File: src/rtl/crf_pkg.sv
// Shared constants and types for the CRF register bank.
//   CTRL_IDX / STATUS_IDX / IRQ_EN_IDX : word indices of the special registers
//   RESP_OKAY / RESP_SLVERR            : AXI response codes
//   rd_state_e                         : read-channel state
package crf_pkg;

    localparam int unsigned CTRL_IDX   = 0;
    localparam int unsigned STATUS_IDX = 1;
    localparam int unsigned IRQ_EN_IDX = 2;

    localparam logic [1:0] RESP_OKAY   = 2'b00;
    localparam logic [1:0] RESP_SLVERR = 2'b10;

    typedef enum logic [1:0] {
        RD_RESET,
        RD_IDLE,
        RD_VALID
    } rd_state_e;

endpackage

File: src/rtl/crf_regbank_if.sv
// AXI4-Lite slave bundle for the CRF register bank.
//   aw*/w*/b* : write address, write data, write response
//   ar*/r*    : read address, read data
// slave modport is the register bank side, master modport the initiator side.
interface crf_regbank_if #(
    parameter int DATA_W = 32,
    parameter int ADDR_W = 8
);
    logic                  awvalid;
    logic                  awready;
    logic [ADDR_W-1:0]     awaddr;
    logic                  wvalid;
    logic                  wready;
    logic [DATA_W-1:0]     wdata;
    logic [DATA_W/8-1:0]   wstrb;
    logic                  bvalid;
    logic                  bready;
    logic [1:0]            bresp;
    logic                  arvalid;
    logic                  arready;
    logic [ADDR_W-1:0]     araddr;
    logic                  rvalid;
    logic                  rready;
    logic [DATA_W-1:0]     rdata;
    logic [1:0]            rresp;

    modport slave (
        input  awvalid, awaddr, wvalid, wdata, wstrb, bready, arvalid, araddr, rready,
        output awready, wready, bvalid, bresp, arready, rvalid, rdata, rresp
    );

    modport master (
        output awvalid, awaddr, wvalid, wdata, wstrb, bready, arvalid, araddr, rready,
        input  awready, wready, bvalid, bresp, arready, rvalid, rdata, rresp
    );
endinterface

File: src/rtl/crf_regbank_wr_ctrl.sv
// AXI-Lite write-side controller: captures AW and W independently, commits
// once both are held (unless a PL write claims the cycle) and runs the B handshake.
//   aw*/w*/b*   : AXI write channels
//   pl_wr       : PL write strobe, blocks the commit for that cycle
//   commit*     : one-cycle commit strobe with word index, range flag, data, strobes
//   pl_busy     : an AW or W is held but not yet committed
module crf_axil_wr_ctrl
    import crf_pkg::*;
#(
    parameter int DATA_W = 32,
    parameter int ADDR_W = 8,
    parameter int NREG   = 8
) (
    input  logic                    clk,
    input  logic                    rstn,
    input  logic                    awvalid,
    output logic                    awready,
    input  logic [ADDR_W-1:0]       awaddr,
    input  logic                    wvalid,
    output logic                    wready,
    input  logic [DATA_W-1:0]       wdata,
    input  logic [DATA_W/8-1:0]     wstrb,
    output logic                    bvalid,
    input  logic                    bready,
    output logic [1:0]              bresp,
    input  logic                    pl_wr,
    output logic                    commit,
    output logic                    commit_ok,
    output logic [$clog2(NREG)-1:0] commit_idx,
    output logic [DATA_W-1:0]       commit_data,
    output logic [DATA_W/8-1:0]     commit_strb,
    output logic                    pl_busy
);
    localparam int IDX_W  = $clog2(NREG);
    localparam int WIDX_W = ADDR_W - 2;

    logic                en_q, en_d;
    logic                aw_held_q, aw_held_d;
    logic [WIDX_W-1:0]   aw_idx_q, aw_idx_d;
    logic                w_held_q, w_held_d;
    logic [DATA_W-1:0]   w_data_q, w_data_d;
    logic [DATA_W/8-1:0] w_strb_q, w_strb_d;
    logic                bvalid_q, bvalid_d;
    logic [1:0]          bresp_q, bresp_d;
    logic                unused_awaddr_lsb;

    assign unused_awaddr_lsb = ^awaddr[1:0];

    // en_q keeps the ready outputs low through reset and the first edge after it
    assign awready     = en_q & ~aw_held_q & ~bvalid_q;
    assign wready      = en_q & ~w_held_q & ~bvalid_q;
    assign bvalid      = bvalid_q;
    assign bresp       = bresp_q;
    assign commit      = aw_held_q & w_held_q & ~pl_wr;
    assign commit_ok   = 32'(aw_idx_q) < 32'(NREG);
    assign commit_idx  = aw_idx_q[IDX_W-1:0];
    assign commit_data = w_data_q;
    assign commit_strb = w_strb_q;
    assign pl_busy     = aw_held_q | w_held_q;

    always_comb begin
        en_d      = 1'b1;
        aw_held_d = aw_held_q;
        aw_idx_d  = aw_idx_q;
        w_held_d  = w_held_q;
        w_data_d  = w_data_q;
        w_strb_d  = w_strb_q;
        bvalid_d  = bvalid_q;
        bresp_d   = bresp_q;

        if (awvalid && awready) begin
            aw_held_d = 1'b1;
            aw_idx_d  = awaddr[ADDR_W-1:2];
        end
        if (wvalid && wready) begin
            w_held_d = 1'b1;
            w_data_d = wdata;
            w_strb_d = wstrb;
        end

        if (commit) begin
            aw_held_d = 1'b0;
            w_held_d  = 1'b0;
            bvalid_d  = 1'b1;
            bresp_d   = commit_ok ? RESP_OKAY : RESP_SLVERR;
        end else if (bvalid_q && bready) begin
            bvalid_d = 1'b0;
        end
    end

    always_ff @(posedge clk or negedge rstn) begin
        if (!rstn) begin
            en_q      <= 1'b0;
            aw_held_q <= 1'b0;
            aw_idx_q  <= '0;
            w_held_q  <= 1'b0;
            w_data_q  <= '0;
            w_strb_q  <= '0;
            bvalid_q  <= 1'b0;
            bresp_q   <= RESP_OKAY;
        end else begin
            en_q      <= en_d;
            aw_held_q <= aw_held_d;
            aw_idx_q  <= aw_idx_d;
            w_held_q  <= w_held_d;
            w_data_q  <= w_data_d;
            w_strb_q  <= w_strb_d;
            bvalid_q  <= bvalid_d;
            bresp_q   <= bresp_d;
        end
    end
endmodule

File: src/rtl/crf_regbank.sv
// CRF control/status register bank with an AXI4-Lite slave and a PL write port.
//   reg0 CTRL (bit0 is a self-clearing start bit), reg1 STATUS (W1C, sticky
//   sts_set), reg2 IRQ_EN, reg3..NREG-1 plain RW.
//   clk, rstn (async active-low) ; s_axi : AXI-Lite slave bundle
//   pl_wr/pl_idx/pl_wdata/pl_wmask : bit-masked PL write, wins over AXI
//   sts_set : per-bit STATUS set pulses ; pl_busy : AXI write held, not committed
//   start_pulse : one-cycle strobe after CTRL bit0 written 1 ; irq : |(STATUS & IRQ_EN)
//   regs_flat : all registers, reg i at [i*DATA_W +: DATA_W]
module crf_regbank
    import crf_pkg::*;
#(
    parameter int DATA_W = 32,
    parameter int ADDR_W = 8,
    parameter int NREG   = 8
) (
    input  logic                    clk,
    input  logic                    rstn,
    crf_regbank_if.slave            s_axi,
    input  logic                    pl_wr,
    input  logic [$clog2(NREG)-1:0] pl_idx,
    input  logic [DATA_W-1:0]       pl_wdata,
    input  logic [DATA_W-1:0]       pl_wmask,
    input  logic [DATA_W-1:0]       sts_set,
    output logic                    pl_busy,
    output logic                    start_pulse,
    output logic                    irq,
    output logic [NREG*DATA_W-1:0]  regs_flat
);
    localparam int IDX_W  = $clog2(NREG);
    localparam int STRB_W = DATA_W / 8;

    logic                commit, commit_ok;
    logic [IDX_W-1:0]    commit_idx;
    logic [DATA_W-1:0]   commit_data;
    logic [STRB_W-1:0]   commit_strb;

    crf_axil_wr_ctrl #(
        .DATA_W (DATA_W),
        .ADDR_W (ADDR_W),
        .NREG   (NREG)
    ) u_wr_ctrl (
        .clk         (clk),
        .rstn        (rstn),
        .awvalid     (s_axi.awvalid),
        .awready     (s_axi.awready),
        .awaddr      (s_axi.awaddr),
        .wvalid      (s_axi.wvalid),
        .wready      (s_axi.wready),
        .wdata       (s_axi.wdata),
        .wstrb       (s_axi.wstrb),
        .bvalid      (s_axi.bvalid),
        .bready      (s_axi.bready),
        .bresp       (s_axi.bresp),
        .pl_wr       (pl_wr),
        .commit      (commit),
        .commit_ok   (commit_ok),
        .commit_idx  (commit_idx),
        .commit_data (commit_data),
        .commit_strb (commit_strb),
        .pl_busy     (pl_busy)
    );

    logic [DATA_W-1:0]   regs_q [NREG];
    logic [DATA_W-1:0]   regs_d [NREG];
    logic [DATA_W-1:0]   wmask, w1c_clear;
    logic                start_pulse_q, start_pulse_d;
    rd_state_e           rd_state_q, rd_state_d;
    logic [DATA_W-1:0]   rdata_q, rdata_d;
    logic [1:0]          rresp_q, rresp_d;
    logic [ADDR_W-3:0]   rd_widx;
    logic                rd_ok;
    logic                unused_araddr_lsb;

    // ---------------- register update ----------------
    always_comb begin
        wmask = '0;
        for (int unsigned b = 0; b < STRB_W; b++) begin
            wmask[b*8 +: 8] = {8{commit_strb[b]}};
        end
        w1c_clear = '0;
        for (int unsigned i = 0; i < NREG; i++) begin
            regs_d[i] = regs_q[i];
        end

        // commit is already gated by pl_wr inside the write controller
        if (pl_wr) begin
            if (32'(pl_idx) < 32'(NREG)) begin
                regs_d[pl_idx] = (regs_q[pl_idx] & ~pl_wmask) | (pl_wdata & pl_wmask);
            end
        end else if (commit && commit_ok) begin
            if (32'(commit_idx) == STATUS_IDX) begin
                w1c_clear = commit_data & wmask;
            end else begin
                regs_d[commit_idx] = (regs_q[commit_idx] & ~wmask) | (commit_data & wmask);
            end
        end

        // clear first, then set, so a same-cycle set survives the W1C
        regs_d[STATUS_IDX] = (regs_d[STATUS_IDX] & ~w1c_clear) | sts_set;
        regs_d[CTRL_IDX][0] = 1'b0;

        start_pulse_d = commit && commit_ok && (32'(commit_idx) == CTRL_IDX)
                        && commit_strb[0] && commit_data[0];
    end

    assign start_pulse = start_pulse_q;
    assign irq         = |(regs_q[STATUS_IDX] & regs_q[IRQ_EN_IDX]);

    always_comb begin
        regs_flat = '0;
        for (int unsigned i = 0; i < NREG; i++) begin
            regs_flat[i*DATA_W +: DATA_W] = regs_q[i];
        end
    end

    // ---------------- read channel ----------------
    assign rd_widx           = s_axi.araddr[ADDR_W-1:2];
    assign rd_ok             = 32'(rd_widx) < 32'(NREG);
    assign unused_araddr_lsb = ^s_axi.araddr[1:0];

    always_comb begin
        rd_state_d = rd_state_q;
        rdata_d    = rdata_q;
        rresp_d    = rresp_q;
        case (rd_state_q)
            RD_RESET: rd_state_d = RD_IDLE;
            RD_IDLE: begin
                if (s_axi.arvalid) begin
                    rd_state_d = RD_VALID;
                    if (rd_ok) begin
                        rdata_d = regs_q[rd_widx[IDX_W-1:0]];
                        rresp_d = RESP_OKAY;
                    end else begin
                        rdata_d = '0;
                        rresp_d = RESP_SLVERR;
                    end
                end
            end
            RD_VALID: begin
                if (s_axi.rready) begin
                    rd_state_d = RD_IDLE;
                end
            end
            default: rd_state_d = RD_IDLE;
        endcase
    end

    assign s_axi.arready = (rd_state_q == RD_IDLE);
    assign s_axi.rvalid  = (rd_state_q == RD_VALID);
    assign s_axi.rdata   = rdata_q;
    assign s_axi.rresp   = rresp_q;

    always_ff @(posedge clk or negedge rstn) begin
        if (!rstn) begin
            for (int unsigned i = 0; i < NREG; i++) begin
                regs_q[i] <= '0;
            end
            start_pulse_q <= 1'b0;
            rd_state_q    <= RD_RESET;
            rdata_q       <= '0;
            rresp_q       <= RESP_OKAY;
        end else begin
            for (int unsigned i = 0; i < NREG; i++) begin
                regs_q[i] <= regs_d[i];
            end
            start_pulse_q <= start_pulse_d;
            rd_state_q    <= rd_state_d;
            rdata_q       <= rdata_d;
            rresp_q       <= rresp_d;
        end
    end
endmodule

File: src/flat_wrapper.sv
// flat-port wrapper written by rule: the top's interface ports become plain ports
module crf_regbank_flat import crf_pkg::*;
#(
    parameter int DATA_W = 32,
    parameter int ADDR_W = 8,
    parameter int NREG   = 8
)
  (clk, rstn, pl_wr, pl_idx, pl_wdata, pl_wmask, sts_set, pl_busy, start_pulse, irq, regs_flat, s_axi_awvalid, s_axi_awaddr, s_axi_wvalid, s_axi_wdata, s_axi_wstrb, s_axi_bready, s_axi_arvalid, s_axi_araddr, s_axi_rready, s_axi_awready, s_axi_wready, s_axi_bvalid, s_axi_bresp, s_axi_arready, s_axi_rvalid, s_axi_rdata, s_axi_rresp);
  crf_regbank_if #(.DATA_W(DATA_W), .ADDR_W(ADDR_W)) s_axi_i ();
  input  logic clk;
  input  logic rstn;
  input  logic pl_wr;
  input  logic [$clog2(NREG)-1:0] pl_idx;
  input  logic [DATA_W-1:0] pl_wdata;
  input  logic [DATA_W-1:0] pl_wmask;
  input  logic [DATA_W-1:0] sts_set;
  output logic pl_busy;
  output logic start_pulse;
  output logic irq;
  output logic [NREG*DATA_W-1:0] regs_flat;
  input wire logic [$bits(s_axi_i.awvalid)-1:0] s_axi_awvalid;
  input wire logic [$bits(s_axi_i.awaddr)-1:0] s_axi_awaddr;
  input wire logic [$bits(s_axi_i.wvalid)-1:0] s_axi_wvalid;
  input wire logic [$bits(s_axi_i.wdata)-1:0] s_axi_wdata;
  input wire logic [$bits(s_axi_i.wstrb)-1:0] s_axi_wstrb;
  input wire logic [$bits(s_axi_i.bready)-1:0] s_axi_bready;
  input wire logic [$bits(s_axi_i.arvalid)-1:0] s_axi_arvalid;
  input wire logic [$bits(s_axi_i.araddr)-1:0] s_axi_araddr;
  input wire logic [$bits(s_axi_i.rready)-1:0] s_axi_rready;
  output wire logic [$bits(s_axi_i.awready)-1:0] s_axi_awready;
  output wire logic [$bits(s_axi_i.wready)-1:0] s_axi_wready;
  output wire logic [$bits(s_axi_i.bvalid)-1:0] s_axi_bvalid;
  output wire logic [$bits(s_axi_i.bresp)-1:0] s_axi_bresp;
  output wire logic [$bits(s_axi_i.arready)-1:0] s_axi_arready;
  output wire logic [$bits(s_axi_i.rvalid)-1:0] s_axi_rvalid;
  output wire logic [$bits(s_axi_i.rdata)-1:0] s_axi_rdata;
  output wire logic [$bits(s_axi_i.rresp)-1:0] s_axi_rresp;
  assign s_axi_i.awvalid = s_axi_awvalid;
  assign s_axi_i.awaddr = s_axi_awaddr;
  assign s_axi_i.wvalid = s_axi_wvalid;
  assign s_axi_i.wdata = s_axi_wdata;
  assign s_axi_i.wstrb = s_axi_wstrb;
  assign s_axi_i.bready = s_axi_bready;
  assign s_axi_i.arvalid = s_axi_arvalid;
  assign s_axi_i.araddr = s_axi_araddr;
  assign s_axi_i.rready = s_axi_rready;
  assign s_axi_awready = s_axi_i.awready;
  assign s_axi_wready = s_axi_i.wready;
  assign s_axi_bvalid = s_axi_i.bvalid;
  assign s_axi_bresp = s_axi_i.bresp;
  assign s_axi_arready = s_axi_i.arready;
  assign s_axi_rvalid = s_axi_i.rvalid;
  assign s_axi_rdata = s_axi_i.rdata;
  assign s_axi_rresp = s_axi_i.rresp;
  crf_regbank #(.DATA_W(DATA_W), .ADDR_W(ADDR_W), .NREG(NREG)) u_core (.clk(clk), .rstn(rstn), .s_axi(s_axi_i), .pl_wr(pl_wr), .pl_idx(pl_idx), .pl_wdata(pl_wdata), .pl_wmask(pl_wmask), .sts_set(sts_set), .pl_busy(pl_busy), .start_pulse(start_pulse), .irq(irq), .regs_flat(regs_flat));
endmodule
File: config.mk
export PLATFORM = sky130hd
export DESIGN_NAME = crf_regbank_flat
export DESIGN_NICKNAME = d
export VERILOG_FILES = /design/src/rtl/crf_pkg.sv /design/src/rtl/crf_regbank_if.sv /design/src/rtl/crf_regbank_wr_ctrl.sv /design/src/rtl/crf_regbank.sv /design/src/flat_wrapper.sv
export SDC_FILE = /design/constraint.sdc
export NUM_CORES = 1
export LEC_CHECK = 0
export BUFFER_PORTS_ARGS = -buffer_cell sky130_fd_sc_hd__buf_2
export CORE_MARGIN = 3
export CORE_UTILIZATION = 40
export CTS_CLUSTER_DIAMETER = 80
export DETAILED_ROUTE_END_ITERATION = 6
export PLACE_DENSITY = 0.73
export SLEW_MARGIN = 25
export SYNTH_ARGS = -nofsm -noshare
export SYNTH_HDL_FRONTEND = slang
export SYNTH_SLANG_ARGS = --single-unit
File: constraint.sdc
create_clock -name clk -period 7.3 [get_ports clk]
set_clock_uncertainty 0.15 [all_clocks]
set_input_delay 0.365 -clock clk [delete_from_list [all_inputs] [get_ports clk]]
set_output_delay 0.365 -clock clk [all_outputs]
set_load 0.05 [all_outputs]
**Word-level counts from Yosys, hierarchy flattened**

Cells that the tools add are included.

- Register bits after elaboration: 340
- Bits of input ports: 159
- Output and inout bits: 300
- Logic and storage cells: 110

- Order comparisons: 7
- Equal/unequal tests: 6
- Multiplexer cells: 33
- Bitwise logic cells: 26
- Reduce and logical (&&, ||, !) cells: 18

Operators by type and width:

| operator | number |
|---|---|
| 256-bit two-way mux | 3 |
| 256-bit bitwise mux | 2 |
| 32-bit two-way mux | 12 |
| 32-bit binary-select mux with 3-bit select | 3 |
| 32-bit AND | 6 |
| 32-bit demux with 3-bit select | 2 |
| 32-bit NOT | 3 |
| 32-bit bitwise OR | 3 |
| 32-bit OR reduction | 1 |
| 4-bit >= comparator (second input constant) | 3 |
| 6-bit by 4-bit less-than comparator with 1-bit output (second input constant) | 2 |
| 3-bit NOT with 4-bit output | 3 |
| 1-bit logical AND | 9 |
| 4-bit by 1-bit less-than comparator with 1-bit output (second input constant) | 2 |
| 2-bit two-way mux | 4 |
| 2-bit nonzero test | 4 |
| 1-bit AND | 6 |
| 1-bit two-way mux | 6 |
| 2-bit != test (second input constant) | 3 |
| 2-bit AND reduction | 3 |
| 1-bit NOT | 4 |
| 2-bit case mux with 2 select lines | 1 |
| 3-bit by 1-bit == test with 1-bit output (second input constant) | 1 |
| 3-bit zero test | 1 |
| 3 further kinds | 3 |

**Depth between registers and ports, before layout**

- Depth after elaboration: 12
- Depth in mapped cells: 10
- Mapped depth without buffers: 5

**Hierarchy**

A second synthesis with hierarchy kept.

- Cells, all modules: 1,880
- Area total of the unflattened synthesis: 20,518.4 um^2

By module, submodules not included:

| module | instances | cells an instance | area an instance (um^2) | sequential area each (um^2) |
|---|---|---|---|---|
| crf_regbank | 1 | 1,765 | 18,544.0 | 7,282.0 |
| crf_axil_wr_ctrl | 1 | 115 | 1,974.4 | 1,176.1 |

**Worst setup path before layout**

Ideal clock, no wire load.

- Path type: register to register
- Start point: reg u_core.u_wr_ctrl.bvalid_q, in the netlist u_core.u_wr_ctrl.bvalid
- End point: reg u_core.u_wr_ctrl.w_data_q[10], in the netlist u_core.u_wr_ctrl.commit_data[10]
- Setup time: 125 ps
- Arrival: 2,591 ps
- Data required time: 7,025 ps
- Path slack: 4,434 ps
- Stages on the path, launching flop included: 7
- Path buffers: 2
- Clock period less this slack: 2,866 ps
- Path through: dfrtp_1 nand2b_1 nor2_1 and2_1 clkbuf_1 clkbuf_1 mux2_2

- Longest elaborated chain between the ends: 3

RTL lines:

| what | RTL line | source |
|---|---|---|
| from (decl) | crf_regbank_wr_ctrl.sv:43 | `logic bvalid_q, bvalid_d;` |
| from (signal assigned) | crf_regbank_wr_ctrl.sv:108 | `bvalid_q <= bvalid_d;` |
| 1-bit NOT | crf_regbank_wr_ctrl.sv:51 | `assign wready = en_q & ~w_held_q & ~bvalid_q;` |
| 1-bit AND | crf_regbank_wr_ctrl.sv:51 |  |
| via s_axi_wready | flat_wrapper.sv:31 | `output wire logic [$bits(s_axi_i.wready)-1:0] s_axi_wready;` |
| 1-bit logical AND | crf_regbank_wr_ctrl.sv:75 | `if (wvalid && wready) begin` |
| to (signal assigned) | crf_regbank_wr_ctrl.sv:106 | `w_data_q <= w_data_d;` |
| to (decl) | crf_regbank_wr_ctrl.sv:41 | `logic [DATA_W-1:0] w_data_q, w_data_d;` |

The timed path passes the listed nets, and every way through them passes these cells.
A chain may end at the register's enable or synchronous reset.

**Worst setup path after layout**

- Start point: reg u_core.u_wr_ctrl.aw_idx_q[0]
- End point: reg u_core.regs_q (netlist bit u_core.regs_flat[228])

- Longest elaborated chain between the ends: 10
- Elaborated cells between the ends (all ways): 21
- Those cells by class: 3 x order compare; 2 x eq/ne; 9 x mux; 3 x bitwise; 4 x reduce/logical

RTL lines:

| what | RTL line | source |
|---|---|---|
| from (decl) | crf_regbank_wr_ctrl.sv:39 | `logic [WIDX_W-1:0] aw_idx_q, aw_idx_d;` |
| from (signal assigned) | crf_regbank_wr_ctrl.sv:104 | `aw_idx_q <= aw_idx_d;` |
| 3-bit NOT with 4-bit output | crf_regbank.sv:94 | `regs_d[commit_idx] = (regs_q[commit_idx] & ~wmask) \| (commit_data & wmask);` |
| 32-bit binary-select mux with 3-bit select | crf_regbank.sv:94 |  |
| 32-bit two-way mux (not written as such) (2 in series) | crf_regbank.sv:94 |  |
| 32-bit AND | crf_regbank.sv:94 |  |
| 32-bit bitwise OR | crf_regbank.sv:94 |  |
| 256-bit bitwise mux | crf_regbank.sv:94 |  |
| 256-bit two-way mux | crf_regbank.sv:91 | `if (32'(commit_idx) == STATUS_IDX) begin` |
| 256-bit two-way mux | crf_regbank.sv:90 | `end else if (commit && commit_ok) begin` |
| 256-bit two-way mux | crf_regbank.sv:86 | `if (pl_wr) begin` |
| to (signal, indexed assignment) | crf_regbank.sv:164 | `regs_q[i] <= regs_d[i];` |
| to (decl) | crf_regbank.sv:63 | `logic [DATA_W-1:0] regs_q [NREG];` |

Several ways; a longest one is shown, not always the timed one. The select of a mux whose other input is x is not followed.

==> run summary <==
The logs give 67 for the post-synthesis cell type count and 0 for the count of antenna-violating nets left after detailed routing. CTS placed an instance of sky130_fd_sc_hd__clkbuf_16 at the clock tree root. For the number of fill cells in the layout, the log shows 4826. For the final routed database, the setup TNS stands at 0 ns. Total number of H-tree levels: 2. In this run the worst setup path begins at u_core.u_wr_ctrl.aw_idx_q[0]$_DFFE_PN0P_.

The post-route minimum period came out at 4.349 ns. The first global-routing pass estimated 160300 um of wire. For the global placement routability congestion, the log shows 0.9948. The slew at the pin closest to its max-slew limit was 1.157 ns. The total routing usage reported by global routing is 38.56%, and the leakage component of the power is 11.89 nW. Detailed-route wire length: 113200 um.

For this run, the leading register cell type out of synthesis is sky130_fd_sc_hd__dfrtp_1. Derived from the worst setup path, the maximum achievable clock frequency is 229.9 MHz. Setup repair after global routing left no endpoint under its margin.

The clock input transition at the sequential cells of the worst setup and hold paths is 0.06 ns. In this run the worst setup path terminates at u_core.regs_flat[228]$_DFFE_PN0P_. Yosys attributes the largest share of cell area to sky130_fd_sc_hd__dfrtp_1 39%, sky130_fd_sc_hd__mux4_2 13%, sky130_fd_sc_hd__a22oi_1 4.6%. In this run the critical register-to-register path is launched from u_core.u_wr_ctrl.aw_idx_q[0]$_DFFE_PN0P_. Setup violations remaining at the end of the flow were counted as 0.

Entering global routing, the biggest net connects 138 pins. The first detailed-routing pass ran for 7 iterations. The worst-case headroom to the max-slew limit came out at 22.62%. Dividing the synthesized area by the synthesized cell count gives 10.65 um^2. The placed wire-length estimate after detailed placement was 75250 um. Fraction of post-synthesis cell area in the top cell type by area: 38.95%. The height of the chip was 239.0 um.

The worst hold path belongs to the class input port to register. Compared with the post-synthesis result, the final layout area differs by 23.47%. The clock latency reported for the late side of the worst-skew pair is 0.59 ns, and the average routed wire per standard cell is 35.33 um. The clock passes through at most 3 buffers. The floorplan die area was 57120 um^2. Critical setup path kind: register to register.

The synthesis-stage register bit count was 338; the number of remaining DRC errors was 0. The run gives 0.3666 mV as the maximum ir drop on the vdd rail. For this design, the sink count on the clock tree is 338.

For the max-slew violation count, the log shows 0. Global routing finished with a remaining overflow of 0. Sequential elements use 38.95% of the synthesized area. The flow ran to the end, and the final reports show no timing, DRC or antenna violations. The endpoint identified for the worst register-to-register timing path is u_core.regs_flat[228]$_DFFE_PN0P_.

The nature of the critical path startpoint is a register. The share of layout cells above drive strength 1 was 33.29%. Of all nets on the critical path, the largest fanout is 34. The power density over the cells came out at 427.5 nW/um^2.

For the number of antenna violations at the first check in global routing, the log shows 10. For flop-to-flop paths, the worst setup slack is 2.95 ns. The via count was 23.11k; the max capacitance violation total was 0. The count of pins on the block boundary is 459. Summed over all instances, the cell type with the most area after synthesis is sky130_fd_sc_hd__dfrtp_1.

The logs give 3280 for the number of violations reported at the end of detailed-routing iteration 0 and 2038 for the number of instances in the synthesized netlist. Most common cell after layout, fill and taps aside: sky130_fd_sc_hd__buf_2. STA puts the critical path data required time at 7.62 ns. TritonCTS built the clock tree. For the worst setup path, the data arrival time is 4.67 ns.

The number of hold violations in the final report is 0, and the worst reg2reg path depth is 6. The number of global-route vias before repair is 22.96k. The worst setup path is captured at a register. The core region is 53180 um^2. The post-detailed-route via-to-cell ratio was 7.216; the post-synthesis instance area was 21710 um^2.

Cells fill 50.41% of the core in the end. The warning count from the yosys run came out at 0. Buffers placed on the I/O ports in this run total 451. The initialized floorplan defines 84 standard-cell rows. Clock buffer count from CTS: 42. In this run, synthesis inferred 0 flip-flops with an integrated enable. The effective utilization at floorplan was 40.83%; the post-route clock period utilization was 59.58%. For this run, the post-layout net count is 2643. The library cells used most frequently in the layout, excluding fill and tap cells, are 448 x sky130_fd_sc_hd__buf_2, 335 x sky130_fd_sc_hd__dfrtp_1, 179 x sky130_fd_sc_hd__o21ai_0, 154 x sky130_fd_sc_hd__nand2_1, 132 x sky130_fd_sc_hd__a22oi_1.

After synthesis, the share of flip-flops with an asynchronous set or reset is 100.0%. The die span in x was 239.0 um.
[synth_stat cells, drive strengths merged, types with 6 or more instances]
master / count
dfrtp: 338
o21ai: 192
nand2: 158
a22oi: 132
mux4: 130
clkbuf: 120
mux2i: 89
mux2: 74
buf: 73
nor3: 62
nor2: 60
a22o: 59
a221o: 50
a21oi: 46
o221ai: 46
a211o: 36
a221oi: 35
a31oi: 31
o211ai: 30
and2: 25
inv: 25
and3b: 24
nand3: 22
nand2b: 21
nor2b: 21
a32oi: 18
a21o: 17
nor4: 14
o2bb2ai: 9
nand4: 8
or2: 8
and3: 7
nand3b: 6
nor3b: 6
[critical path, stage by stage, from the launching register on]
cell and delay, ns:
sky130_fd_sc_hd__dfrtp_4 0.90, sky130_fd_sc_hd__or4b_1 0.86, sky130_fd_sc_hd__nor3_4 0.90, sky130_fd_sc_hd__nor2_2 0.46
sky130_fd_sc_hd__buf_4 0.38, sky130_fd_sc_hd__a221o_1 0.38, sky130_fd_sc_hd__a21o_1 0.16
[kinds of logic after synthesis]
logic type	synth area share, %
simple gates	11.09
mux	21.42
compound gates	24.15
other cells	0.03459
buf+inv	4.350
flops	38.95
[where the power goes]
group	leakage [nW]	internal [mW]	switching (mW)	total (mW)
Sequential	4.14	2.45	1.09	3.54
Combinational	7.06	1.94	3.83	5.78
Clock	0.693	1.25	0.887	2.14
[flip-flops by register name, indices dropped and copies added, names as in the netlist]
| name | flops |
|---|---|
| u_core.u_wr_ctrl.commit_strb | 4 |
| u_core.u_wr_ctrl.bvalid | 1 |
| u_core.regs_flat | 255 |
| u_core.u_wr_ctrl.aw_idx_q | 6 |
| u_core.u_wr_ctrl.bresp | 1 |
| u_core.rd_state_q | 2 |
| u_core.u_wr_ctrl.aw_held_q | 1 |
| u_core.u_wr_ctrl.en_q | 1 |
| u_core.s_axi.rdata | 32 |
| u_core.u_wr_ctrl.commit_data | 32 |
| u_core.u_wr_ctrl.w_held_q | 1 |
| u_core.s_axi.rresp | 1 |
| u_core.start_pulse | 1 |
[cell type report]
| cell class | instances | area, um^2 | area share [%] |
|---|---|---|---|
| Timing Repair Buffer | 593 | 3565 | 13.30 |
| Clock buffer | 59 | 1279 | 4.769 |
| Sequential cell | 338 | 8464 | 31.57 |
| Antenna cell | 1 | 2.502 | 0.009334 |
| Multi-Input combinational cell | 1480 | 12420 | 46.32 |
| Inverter | 29 | 108.9 | 0.4060 |
| Clock inverter | 15 | 112.6 | 0.4200 |
| Tap cell | 688 | 860.8 | 3.211 |
[through the flow]
step / cell area [um^2] / setup WS, ns / hold slack, ns / total power, mW / cells
final: 26810 / 2.951 / 0.01549 / 11.46 / 3203
after global routing: 26810 / 2.916 / 0.02462 / 11.86 / 3202
after CTS: 26780 / 3.028 / 0.002855 / 11.30 / 3201
after detailed placement: 24580 / 3.029 / 0.2145 / 9.127 / 3046
after global placement: 24580 / 3.106 / 0.2122 / 8.980 / 3046
after floorplan: 21720 / 4.434 / -0.08059 / 7.322 / 2040
[repair_timing]
action,in CTS,in global routing
hold endpoints to repair,140,0
resized for setup,0,0
hold buffers,81,0
setup buffers,0,0
[layer usage]
layer / part of all wire [%] / vias up / GRT usage (%)
met4: 7.3 / 16 / 23.62
li1: - / 9015 / -
met2: 43 / 2217 / 57.00
met3: 15 / 561 / 14.36
met5: 0.10 / - / 0
met1: 35 / 11304 / 48.03
[worst min path at each step]
stage                                          to  depth (start not counted)          from  slack (ns)
4_1_cts            u_core.regs_flat[37]$_DFF_PN0_                          3   pl_wdata[5]       0.003
3_3_place_gp   u_core.s_axi.rdata[25]$_DFFE_PN0P_                          1          rstn        0.21
3_5_place_dp   u_core.s_axi.rdata[25]$_DFFE_PN0P_                          1          rstn        0.21
5_1_grt            u_core.regs_flat[37]$_DFF_PN0_                          3   pl_wdata[5]        0.02
6_report        u_core.regs_flat[242]$_DFFE_PN0P_                          4  pl_wdata[18]        0.02
2_1_floorplan    u_core.rd_state_q[0]$_DFFE_PN0P_                          0          rstn       -0.08
Power figures use the tool's default switching activity.
